[config.mk]
export PLATFORM = sky130hd
export DESIGN_NAME = mem_req_sequencer
export DESIGN_NICKNAME = d
export VERILOG_FILES = /design/src/rtl/mem_req_sequencer.sv
export SDC_FILE = /design/constraint.sdc
export NUM_CORES = 1
export LEC_CHECK = 0
export ABC_AREA = 0
export CAP_MARGIN = 15
export CORE_ASPECT_RATIO = 0.8
export CORE_UTILIZATION = 30
export DETAILED_ROUTE_END_ITERATION = 12
export HOLD_SLACK_MARGIN = 0.06
export SLEW_MARGIN = 20
export SYNTH_ARGS = -nofsm -noshare
export SYNTH_HDL_FRONTEND = slang
export SYNTH_SLANG_ARGS = --single-unit
export TNS_END_PERCENT = 5
[constraint.sdc]
create_clock -name clk -period 7.6 [get_ports clk]
set_input_delay 1.14 -clock clk [delete_from_list [all_inputs] [get_ports clk]]
set_output_delay 1.14 -clock clk [all_outputs]
set_load 0.05 [all_outputs]
[src/rtl/mem_req_sequencer.sv]
// mem_req_sequencer: request front-end for my_mem.
//
// Write and read requests are buffered in a small FIFO. They are then issued to
// my_mem one at a time as single-cycle mem_write/mem_read strobes. Read data
// (8 data bits plus an even-parity bit) is captured after RD_LATENCY cycles.
// It is returned on a valid/ready response channel together with a parity-error
// flag. Only one read is ever in flight. No new command is issued while a
// response is waiting for the consumer.
//
// Parameters:
//   FIFO_DEPTH  request FIFO entries (power of 2, >= 2)
//   RD_LATENCY  cycles from a sampled mem_read to valid mem_data_out (>= 1)
//
// Ports:
//   clk, rst                  clock; synchronous active-high reset
//   req_valid/req_ready       request handshake
//   req_write/address/data    request payload (data ignored for reads)
//   rsp_valid/rsp_ready       read response handshake
//   rsp_address/data          completed read address and data
//   rsp_parity_err            parity mismatch on this response
//   busy                      FIFO non-empty or FSM not idle
//   mem_write/mem_read        one-cycle strobes to my_mem
//   mem_address/mem_data_in   address/write data to my_mem, held between strobes
//   mem_data_out              read data from my_mem, bit 8 is parity
//   err_count                 saturating parity-error count
//
// Optional feature: define MEM_SEQ_ERR_CNT_EN to build the parity-error counter.
// When it is undefined, err_count is tied to zero.

module mem_req_sequencer #(
    parameter int unsigned FIFO_DEPTH = 4,
    parameter int unsigned RD_LATENCY = 1
) (
    input  logic        clk,
    input  logic        rst,

    input  logic        req_valid,
    output logic        req_ready,
    input  logic        req_write,
    input  logic [15:0] req_address,
    input  logic [7:0]  req_data,

    output logic        rsp_valid,
    input  logic        rsp_ready,
    output logic [15:0] rsp_address,
    output logic [7:0]  rsp_data,
    output logic        rsp_parity_err,

    output logic        busy,

    output logic        mem_write,
    output logic        mem_read,
    output logic [15:0] mem_address,
    output logic [7:0]  mem_data_in,
    input  logic [8:0]  mem_data_out,

    output logic [15:0] err_count
);

    localparam int unsigned PTR_W = $clog2(FIFO_DEPTH);
    localparam int unsigned CNT_W = PTR_W + 1;
    localparam int unsigned LAT_W = $clog2(RD_LATENCY + 1);

    localparam logic [CNT_W-1:0] CNT_FULL = CNT_W'(FIFO_DEPTH);
    localparam logic [LAT_W-1:0] LAT_INIT = LAT_W'(RD_LATENCY);

    typedef enum logic [1:0] {
        StIdle,
        StIssue,
        StWaitRd,
        StResp
    } state_e;

    state_e state_q, state_d;

    // ------------------------------------------------------------------
    // Request FIFO
    // ------------------------------------------------------------------
    logic [15:0]           fifo_addr_q [FIFO_DEPTH];
    logic [7:0]            fifo_data_q [FIFO_DEPTH];
    logic [FIFO_DEPTH-1:0] fifo_wr_q;
    logic [PTR_W-1:0]      wr_ptr_q;
    logic [PTR_W-1:0]      rd_ptr_q;
    logic [CNT_W-1:0]      count_q;

    logic full;
    logic empty;
    logic push;
    logic pop;

    assign full  = (count_q == CNT_FULL);
    assign empty = (count_q == '0);

    // Readiness comes from the registered count only. A pop in this cycle does
    // not make room for a push in the same cycle.
    assign req_ready = ~full;
    assign push      = req_valid & ~full;

    // Storage needs no reset. Entries are only read after they are written.
    always_ff @(posedge clk) begin
        if (push) begin
            fifo_addr_q[wr_ptr_q] <= req_address;
            fifo_data_q[wr_ptr_q] <= req_data;
            fifo_wr_q[wr_ptr_q]   <= req_write;
        end
    end

    // Pointers wrap naturally because FIFO_DEPTH is a power of two.
    always_ff @(posedge clk) begin
        if (rst) begin
            wr_ptr_q <= '0;
            rd_ptr_q <= '0;
            count_q  <= '0;
        end else begin
            if (push) begin
                wr_ptr_q <= wr_ptr_q + PTR_W'(1);
            end
            if (pop) begin
                rd_ptr_q <= rd_ptr_q + PTR_W'(1);
            end
            unique case ({push, pop})
                2'b10:   count_q <= count_q + CNT_W'(1);
                2'b01:   count_q <= count_q - CNT_W'(1);
                default: count_q <= count_q;
            endcase
        end
    end

    // ------------------------------------------------------------------
    // Command / datapath registers
    // ------------------------------------------------------------------
    logic             cmd_write_q;
    logic [15:0]      mem_address_q;
    logic [7:0]       mem_data_in_q;
    logic [LAT_W-1:0] lat_cnt_q;
    logic [15:0]      rsp_address_q;
    logic [7:0]       rsp_data_q;
    logic             rsp_parity_err_q;

    logic lat_last;
    logic capture;
    logic parity_err;

    // The count was loaded with RD_LATENCY on leaving ISSUE. A value of 1 means
    // it reaches zero on this edge, so the read data is valid now.
    assign lat_last   = (lat_cnt_q == LAT_W'(1));
    assign capture    = (state_q == StWaitRd) & lat_last;
    // Even parity over all nine bits: any odd population is an error.
    assign parity_err = mem_data_out[8] ^ (^mem_data_out[7:0]);

    // mem_address/mem_data_in are loaded on the pop edge. That edge is the start
    // of ISSUE, so both hold their values in every other state.
    always_ff @(posedge clk) begin
        if (rst) begin
            cmd_write_q      <= 1'b0;
            mem_address_q    <= '0;
            mem_data_in_q    <= '0;
            lat_cnt_q        <= '0;
            rsp_address_q    <= '0;
            rsp_data_q       <= '0;
            rsp_parity_err_q <= 1'b0;
        end else begin
            if (pop) begin
                cmd_write_q   <= fifo_wr_q[rd_ptr_q];
                mem_address_q <= fifo_addr_q[rd_ptr_q];
                if (fifo_wr_q[rd_ptr_q]) begin
                    mem_data_in_q <= fifo_data_q[rd_ptr_q];
                end
            end

            if (state_q == StIssue) begin
                lat_cnt_q <= LAT_INIT;
            end else if (state_q == StWaitRd) begin
                lat_cnt_q <= lat_cnt_q - LAT_W'(1);
            end

            // mem_address still holds the read address while waiting.
            if (capture) begin
                rsp_address_q    <= mem_address_q;
                rsp_data_q       <= mem_data_out[7:0];
                rsp_parity_err_q <= parity_err;
            end
        end
    end

    assign mem_address    = mem_address_q;
    assign mem_data_in    = mem_data_in_q;
    assign rsp_address    = rsp_address_q;
    assign rsp_data       = rsp_data_q;
    assign rsp_parity_err = rsp_parity_err_q;

    // ------------------------------------------------------------------
    // FSM: state register
    // ------------------------------------------------------------------
    always_ff @(posedge clk) begin
        if (rst) begin
            state_q <= StIdle;
        end else begin
            state_q <= state_d;
        end
    end

    // ------------------------------------------------------------------
    // FSM: next state
    // ------------------------------------------------------------------
    always_comb begin
        state_d = state_q;
        unique case (state_q)
            StIdle: begin
                if (!empty) begin
                    state_d = StIssue;
                end
            end
            StIssue: begin
                state_d = cmd_write_q ? StIdle : StWaitRd;
            end
            StWaitRd: begin
                if (lat_last) begin
                    state_d = StResp;
                end
            end
            StResp: begin
                if (rsp_ready) begin
                    state_d = StIdle;
                end
            end
            default: state_d = StIdle;
        endcase
    end

    // ------------------------------------------------------------------
    // FSM: outputs
    // ------------------------------------------------------------------
    always_comb begin
        pop       = 1'b0;
        mem_write = 1'b0;
        mem_read  = 1'b0;
        rsp_valid = 1'b0;
        unique case (state_q)
            StIdle: begin
                pop = ~empty;
            end
            StIssue: begin
                mem_write = cmd_write_q;
                mem_read  = ~cmd_write_q;
            end
            StResp: begin
                rsp_valid = 1'b1;
            end
            default: ;
        endcase
    end

    assign busy = ~empty | (state_q != StIdle);

    // ------------------------------------------------------------------
    // Optional parity-error counter
    // ------------------------------------------------------------------
`ifdef MEM_SEQ_ERR_CNT_EN
    logic [15:0] err_count_q;

    always_ff @(posedge clk) begin
        if (rst) begin
            err_count_q <= '0;
        end else if (capture && parity_err && (err_count_q != 16'hFFFF)) begin
            err_count_q <= err_count_q + 16'd1;
        end
    end

    assign err_count = err_count_q;
`else
    assign err_count = 16'h0000;
`endif

endmodule

==> results of run 1 <==
-- synthesized netlist by cell type --
library cell  number
a31oi_1            1
buf_2              6
ha_1               9
xor2_1             5
conb_1             1
fa_1               1
and2_4             1
o31ai_4            1
and3_1             4
nand3b_1           2
nand2_8            1
nor2b_1            1
or3b_1             1
clkbuf_1          12
or3_1              1
o211ai_1           1
inv_1              8
nand4_1            1
a21oi_1           44
nor3_1             1
buf_4             17
nor2_1            19
mux2i_1            9
xnor2_1            5
nand2b_1           2
dfxtp_1           60
o21ai_0            1
a211oi_1           1
mux4_2            21
and2_1             2
edfxtp_1         100
mux4_1             4
inv_2              1
nand2_1           87
xnor3_1            1
or4b_4             1
buf_6              2
-- cell type report --
| type | count | area (um^2) |
|---|---|---|
| Multi-Input combinational cell | 244 | 1780 |
| Clock buffer | 19 | 443 |
| Fill cell | 1881 | 12200 |
| Sequential cell | 160 | 4210 |
| Inverter | 9 | 33.8 |
| Tap cell | 264 | 330 |
| Timing Repair Buffer | 96 | 946 |
| Clock inverter | 13 | 134 |
-- through the flow --
step                      instances   util  hold slack [ps]
after floorplan                 450      -              445
after global placement          773  0.364              443
after detailed placement        773  0.364              450
after CTS                       805  0.393              459
after global routing            805  0.393              471
final                           805  0.393              456
-- final timing paths --
| path | startpoint | endpoint |
|---|---|---|
| min reg2reg | rsp_address[10] | rsp_address[10] |
| max | state_q[0] | busy |
| min | rsp_address[10] | rsp_address[10] |
| max reg2reg | state_q[0] | count_q[2] |
-- report_power, final --
group | leakage, nW | switching, mW | internal, mW
registers | 1.41 | 0.102 | 1.07
logic | 0.995 | 0.520 | 0.320
clock network | 0.265 | 0.351 | 0.466
-- placed cells by master (no fill, tap or decap), types with 4 or more instances in the layout --
master           count
nand2_1             87
conb_1              16
dfxtp_1             59
clkinv_4             5
clkinvlp_4           5
nor2_1              19
mux4_2              21
mux2i_1              9
xnor2_1              5
inv_1                8
xor2_1               5
ha_1                 9
edfxtp_1           100
clkbuf_16           17
buf_4                6
mux4_1               4
a21oi_1             44
and3_1               4
clkdlybuf4s50_1     90
-- routing by layer --
layer,share of wire,vias to the layer above
met4,0.0086,0
met1,0.47,1747
li1,-,1714
met3,0.063,9
met5,0,-
met2,0.46,111
-- flip-flops by register name, indices dropped and copies added, names as in the netlist, 3 cells and up, named ones only --
signal,count
count_q,3
fifo_addr_q,64
fifo_data_q,32
fifo_wr_q,4
mem_address,16
mem_data_in,8
rsp_address,16
rsp_data,8
-- kinds of logic (layout without fill, tap and decap cells) --
group                      after synthesis  count (layout)
DFF                                    160             160
xor gates and xnor gates                11              11
muxes                                   34              34
adders and majority gates               10              10
other                                    1              16
buffers and inverters                   46             137
AOI/OAI and AO/OA                       49              49
and+or+nand+nor                        124             124
-- critical path: stages (launching register included) --
cell and delay [ps]:
dfxtp_1 350, inv_1 90, ha_1 240, or4b_4 510
clkdlybuf4s50_1 720
==> flow_metrics.tcl, run 1 <==
set metrics [dict create \
    outcome "complete, no violations" \
    r2r_setup_slack_ps 4970 \
    seq_area_frac_synth 0.680 \
    crit_fanout 5 \
    dpl.hpwl_um 8030 \
    die_y_um 130 \
    grt_max_degree 62 \
    area_growth_pct 27.3 \
    p_total_mw 2.83 \
    critPathCaptureType "output port" \
    met2_usage 0.196 \
    clkTransAtPathRegs_ps 60 \
    setup_tns_ps 0 \
    hold_violations 0 \
    start_kind "register" \
    clock-sinks 160 \
    initial_core_util 0.309 \
    grt-ovfl-total 0 \
    slew_viol_final 0 \
    synth.area.mux_share 0.108 \
    clock_skew_ps 7.65 \
    cap_violations 0 \
    ir_drop_v 0.000174 \
    port_buffers 91 \
    cts_hold_buffers 0 \
    antenna_cells 0 \
    dp_worst_setup_slack_ps 4470 \
    synth.largest_area_cell "edfxtp_1" \
    tightest_slew_ps 974 \
    cts_tree "done" \
    grt_usage 0.126 \
    die_x_um 163 \
    design_area_mm2 0.00787 \
    power_density_mw_per_mm2 359 \
    vias_per_cell 4.45 \
    cts_made_buffers 17 \
    ys.warnings.count 0 \
    grt_pass1_vias 3662 \
    cp.required_ps 6460 \
    clk_latency_ps 420 \
    cts_root_buffer "clkbuf_16" \
    finalCriticalPeriod_ps 3470 \
    die-area_mm2 0.0212 \
    drcViolationCount 0 \
    synth_area_mm2 0.00618 \
    worstPathArrival_ps 2330 \
    htree_levels 4 \
    grt_util_met3 0.0464 \
    synthAdderAreaFrac 0.0214 \
    row_count 46 \
    post_cts_buffers 0 \
    setup_ws_ps 4130 \
    setup_viol 0 \
    rsz0062_at_grt "no" \
    grt_use_met1 0.162 \
    min_path_type "register to register" \
    fin_crit_sh 0.457 \
    drt_iter0_drc 212 \
    avgRoutedWirePerCell_um 15.6 \
    max_slew_margin 0.351 \
    dpl_cell_area_mm2 0.00729 \
    grt_busiest_layer "met2" \
    synth-xor-area-share 0.0178 \
    drtAntennaViolNets 0 \
    synth_simple_gate_area_share 0.0870 \
    worstSetupPathType "register to output port" \
    synth_top_family_by_area "multiplexers" \
    antenna_found_initial 0 \
    vias 3581 \
    ys_seq_elements 160 \
    routed_wl_um 12500 \
    fin_nets 576 \
    whs_path_depth 2 \
    grt_pass1_wl_um 19700 \
    ys_types 37 \
    synth_top_area_frac 0.486 \
    worst-r2r-cell-count 10 \
    core_area_mm2 0.0200 \
    max_freq_ghz 0.288 \
    clockBufferDepth 2 \
    cts.repair.resized 0 \
    synth_compound_area_frac 0.0433 \
    place.gp.congestion 0.787 \
    firstDrtPassIters 4 \
    syn_inst 435 \
    ios 108 \
    avgSynthCellArea_um2 14.2 \
    drive_gt1_frac 0.118 \
    leakage_nw 2.67 \
    netlist_top_cells_area "edfxtp_1 (49%), dfxtp_1 (19%), mux4_2 (7.6%), nand2_1 (5.3%), a21oi_1 (3.6%)" \
]
Note: power is estimated with default switching activity, not from simulation.
==> run 2, diff against run 1 <==
==> constraint.sdc (replaced) <==
create_clock -name clk -period 3.3 [get_ports clk]
set_input_delay 0.495 -clock clk [delete_from_list [all_inputs] [get_ports clk]]
set_output_delay 0.495 -clock clk [all_outputs]
set_load 0.05 [all_outputs]
==> run 2 against run 1 <==
Net effect: worst setup slack got worse by 3700 ps; register-to-register slack got worse by 4300 ps; clock power increased to 2.5 times the previous value; power increased by 140%; die area unchanged; global-route usage increased by 0.17 points; clock-buffer cell count decreased by 1; flip-flop and latch count unchanged; cell area increased by 0.99%; via count increased by 1.1%; sequential share of layout area decreased by 0.52 points; clock skew about the same.
==> flow_metrics.tcl, run 2 (same netlist as run 1, synthesis figures left out) <==
set metrics [dict create \
    outcome "complete, no violations" \
    vias 3619 \
    critPathCaptureType "output port" \
    firstDrtPassIters 4 \
    drive_gt1_frac 0.125 \
    drt_iter0_drc 251 \
    clock_skew_ps 7.46 \
    whs_endpoint "rsp_address[1]" \
    regMostFlops "fifo_addr_q" \
    layout_common_cells "edfxtp_1 (100), clkdlybuf4s50_1 (90), nand2_1 (87)" \
    area_growth_pct 28.5 \
    die-area_mm2 0.0212 \
    power_density_mw_per_mm2 848 \
    whs_path_depth 2 \
    ir_drop_v 0.000394 \
    die_x_um 163 \
    clockBufferDepth 2 \
    final_common_cell "edfxtp_1" \
    min_path_type "register to register" \
    critical_path_buf_inv_count 2 \
    routed_wl_um 12700 \
    slew_viol_final 0 \
    die_y_um 130 \
    largest_register_ffs 64 \
    hold_start "rsp_address[1]" \
    row_count 46 \
    r2r_end "count_q[2]" \
    start_kind "register" \
    cpMaxStageDelayCell "clkdlybuf4s50_1" \
    antenna_found_initial 2 \
    initial_core_util 0.309 \
    grt_max_degree 40 \
    avgRoutedWirePerCell_um 15.7 \
    max_slew_margin 0.416 \
    max_freq_ghz 0.348 \
    cp_slowest_stage_delay_ps 720 \
    clkTransAtPathRegs_ps 60 \
    crit_family "buffers and inverters" \
    setup_tns_ps 0 \
    top_regs "fifo_addr_q x64, fifo_data_q x32" \
    fin_nets 579 \
    dpl.hpwl_um 8410 \
    r2r_setup_slack_ps 660 \
    port_buffers 91 \
    leakage_nw 2.72 \
    path_cells "inv_1 -> ha_1 -> or4b_4 -> clkdlybuf4s50_1" \
    antenna_cells 0 \
    setup_viol 0 \
    rsz0062_at_grt "no" \
    cts_hold_buffers 0 \
    drcViolationCount 0 \
    drtAntennaViolNets 0 \
    place.gp.congestion 0.725 \
    cp.required_ps 2800 \
    clock-sinks 160 \
    cap_violations 0 \
    clk_latency_ps 430 \
    worst-r2r-cell-count 10 \
    worstReg2RegStart "state_q[0]" \
    fin_crit_sh 0.870 \
    worstSetupPathType "register to output port" \
    cts_root_buffer "clkbuf_16" \
    worstPathArrival_ps 2370 \
    core_area_mm2 0.0200 \
    htree_levels 4 \
    cts_made_buffers 17 \
    setup_ws_ps 430 \
    grt_usage 0.127 \
    grt_pass1_vias 3650 \
    crit_fanout 5 \
    finalCriticalPeriod_ps 2870 \
    post_cts_buffers 0 \
    grt-ovfl-total 0 \
    dp_worst_setup_slack_ps 653 \
    tightest_slew_ps 874 \
    grt_pass1_wl_um 19700 \
    cts.repair.resized 0 \
    cts_tree "done" \
    hold_violations 0 \
    ios 108 \
    vias_per_cell 4.48 \
]
## run 2: cell count changes in the layout (fill, tap and decap cells not counted), sizes merged
cell / previous run / this run
buf: 6 / 9
clkinvlp: 5 / 2
clkbuf: 19 / 18
inv: 11 / 16
clkinv: 5 / 2
bufinv: 1 / 3
## run 2: per-stage QoR
stage / area (um^2) / power [mW] / cells / utilization / hold WS [ps]
after floorplan: 6240 / 4.12 / 450 / - / 445
after global placement: 7310 / 4.67 / 776 / 0.365 / 443
after detailed placement: 7310 / 4.73 / 776 / 0.365 / 451
after CTS: 7950 / 6.83 / 808 / 0.397 / 460
after global routing: 7950 / 7.05 / 808 / 0.397 / 478
final: 7950 / 6.74 / 808 / 0.397 / 455
## run 2: worst min-delay path: stages (launching register included)
cell     delay [ps]
dfxtp_1         310
nand2_1          50
a21oi_1          50
## run 2: layout make-up
cell class              instances  area, um^2
multi-input cells             244        1780
well taps                     264         330
repair buffers                 99         966
inverters                       9        33.8
clock inverters                14         195
flip-flops and latches        160        4210
clock buffers                  18         439
fillers                      1828       12100
## run 2: worst max path at each step
stage          cells past startpoint  slack (ps)       start    endpoint
5_1_grt                            4         330  state_q[0]        busy
3_5_place_dp                      10         650  state_q[0]  count_q[2]
4_1_cts                            4         410  state_q[0]        busy
6_report                           4         430  state_q[0]        busy
2_1_floorplan                      9         730  count_q[2]  count_q[2]
3_3_place_gp                      10         790  state_q[0]  count_q[2]
## run 2: layer usage
layer,vias up,GRT usage,wire [um]
li1,1726,-,-
met1,1770,0.157,5920
met2,102,0.201,5680
met3,19,0.0461,859
met4,2,0.0577,189
met5,-,0,13
## run 2: power by group
part           internal [mW]  switching [mW]  total, mW  leakage (nW)
sequential              2.46           0.241       2.70          1.41
combinational          0.747            1.21       1.96          1.01
clock                   1.24           0.841       2.08         0.306
total                   4.45            2.29       6.74          2.72
==> run 3, diff against run 2 <==
--- a/config.mk
+++ b/config.mk
@@ -8,9 +8,11 @@
 export ABC_AREA = 0
 export CAP_MARGIN = 15
 export CORE_ASPECT_RATIO = 0.8
+export CORE_MARGIN = 2
 export CORE_UTILIZATION = 30
 export DETAILED_ROUTE_END_ITERATION = 12
 export HOLD_SLACK_MARGIN = 0.06
+export REMOVE_ABC_BUFFERS = 1
 export SLEW_MARGIN = 20
 export SYNTH_ARGS = -nofsm -noshare
 export SYNTH_HDL_FRONTEND = slang
==> constraint.sdc (replaced) <==
create_clock -name clk -period 2.72 [get_ports clk]
set_input_delay 0.408 -clock clk [delete_from_list [all_inputs] [get_ports clk]]
set_output_delay 0.408 -clock clk [all_outputs]
set_load 0.05 [all_outputs]
==> run 3 against run 2 <==
Net effect: clock-buffer cell count shrank 1; highest routed layer is now met4; largest power group unchanged; worst hold slack gained 1.5 ps; non-clock buffer count increased by 1; cell count unchanged.
==> flow_metrics.tcl, run 3 (same netlist as run 1, synthesis figures left out) <==
set metrics [dict create \
    place.gp.congestion 0.727 \
    grt-ovfl-total 0 \
    avgRoutedWirePerCell_um 15.8 \
    dp_worst_setup_slack_ps 243 \
    worstPathArrival_ps 2090 \
    initial_core_util 0.309 \
    drcViolationCount 0 \
    ios 108 \
    crit_fanout 6 \
    routed_wl_um 12700 \
    clk_latency_ps 420 \
    drt_iter0_drc 222 \
    rsz0062_at_grt "no" \
    whs_endpoint "rsp_address[14]" \
    regMostFlops "fifo_addr_q" \
    grt_usage 0.123 \
    final_common_cell "edfxtp_1" \
    grt_pass1_vias 3692 \
    max_freq_ghz 0.401 \
    min_path_type "register to register" \
    hold_start "rsp_address[14]" \
    fin_nets 580 \
    ir_drop_v 0.000408 \
    die-area_mm2 0.0218 \
    drtAntennaViolNets 0 \
    cts_made_buffers 17 \
    setup_viol 0 \
    setup_tns_ps 0 \
    tightest_slew_ps 857 \
    critPathCaptureType "output port" \
    clockBufferDepth 2 \
    row_count 46 \
    whs_path_depth 2 \
    fin_crit_sh 0.918 \
    clock-sinks 160 \
    r2r_end "count_q[2]" \
    cap_violations 0 \
    vias_per_cell 4.45 \
    cp.required_ps 2310 \
    area_growth_pct 28.2 \
    core_area_mm2 0.0200 \
    power_density_mw_per_mm2 1020 \
    hold_violations 0 \
    vias 3599 \
    clock_skew_ps 8.74 \
    r2r_setup_slack_ps 230 \
    die_y_um 132 \
    worstReg2RegStart "count_q[2]" \
    setup_ws_ps 224 \
    worstSetupPathType "register to output port" \
    leakage_nw 2.71 \
    outcome "complete, no violations" \
    die_x_um 165 \
    antenna_cells 0 \
    clkTransAtPathRegs_ps 60 \
    cts_root_buffer "clkbuf_16" \
    largest_register_ffs 64 \
    dpl.hpwl_um 8530 \
    top_regs "fifo_addr_q x64, fifo_data_q x32" \
    max_slew_margin 0.427 \
    worst-r2r-cell-count 9 \
    firstDrtPassIters 5 \
    cts_tree "done" \
    post-route-util 0.396 \
    layout_common_cells "edfxtp_1 (100), clkdlybuf4s50_1 (89), nand2_1 (87)" \
    grt_max_degree 33 \
    antenna_found_initial 0 \
    drive_gt1_frac 0.132 \
    slew_viol_final 0 \
    finalCriticalPeriod_ps 2500 \
    grt_pass1_wl_um 20000 \
    port_buffers 91 \
    htree_levels 4 \
    start_kind "register" \
]
-- run 3: where the power goes --
| group | total [mW] | switching, mW | internal [mW] |
|---|---|---|---|
| logic | 2.38 | 1.48 | 0.905 |
| clock network | 2.43 | 0.974 | 1.46 |
| registers | 3.24 | 0.254 | 2.99 |
-- run 3: final cells by class --
type                       count  area [um^2]
inverter                       9         33.8
multi-input combinational    244         1780
clock buffer                  17          425
sequential                   160         4210
timing repair buffer         100          972
clock inverter                14          181
tap                          264          330
fill                        1855        12100
-- run 3: routing by layer --
layer	part of all wire	up-vias	wire length, um	GRT usage
met5	0	-	0	0
met4	0.0097	0	123	0.0386
met3	0.059	9	752	0.0426
met2	0.48	107	6160	0.200
met1	0.45	1758	5690	0.155
li1	-	1725	-	-
-- run 3: critical path, stage by stage (launching register included) --
cell and delay, ps:
dfxtp_1 440, or3b_1 480, clkdlybuf4s50_1 750
-- run 3: repair_timing --
| action | CTS | global route |
|---|---|---|
| endpoints found under the setup margin | 1 | 0 |
| resized for setup | 1 | 0 |
| setup buffers | 0 | 0 |
| hold buffers | 0 | 0 |
-- run 3: worst max path at each step --
stage                     startpoint  slack [ps]          to
after floorplan           count_q[2]         150  count_q[2]
after global placement    count_q[2]         330  count_q[2]
after detailed placement  count_q[2]         240  count_q[2]
after CTS                 count_q[2]         190   req_ready
after global routing      count_q[2]          80  count_q[2]
final                     count_q[2]         220   req_ready
-- run 3: metrics by stage --
| stage | hold slack [ps] | power (mW) | std cells | area (um^2) |
|---|---|---|---|---|
| after CTS | 458 | 8.17 | 808 | 7930 |
| after global placement | 442 | 5.67 | 777 | 7320 |
| after floorplan | 439 | 4.89 | 413 | 6010 |
| final | 457 | 8.05 | 808 | 7930 |
| after global routing | 476 | 8.49 | 808 | 7930 |
| after detailed placement | 448 | 5.73 | 777 | 7320 |
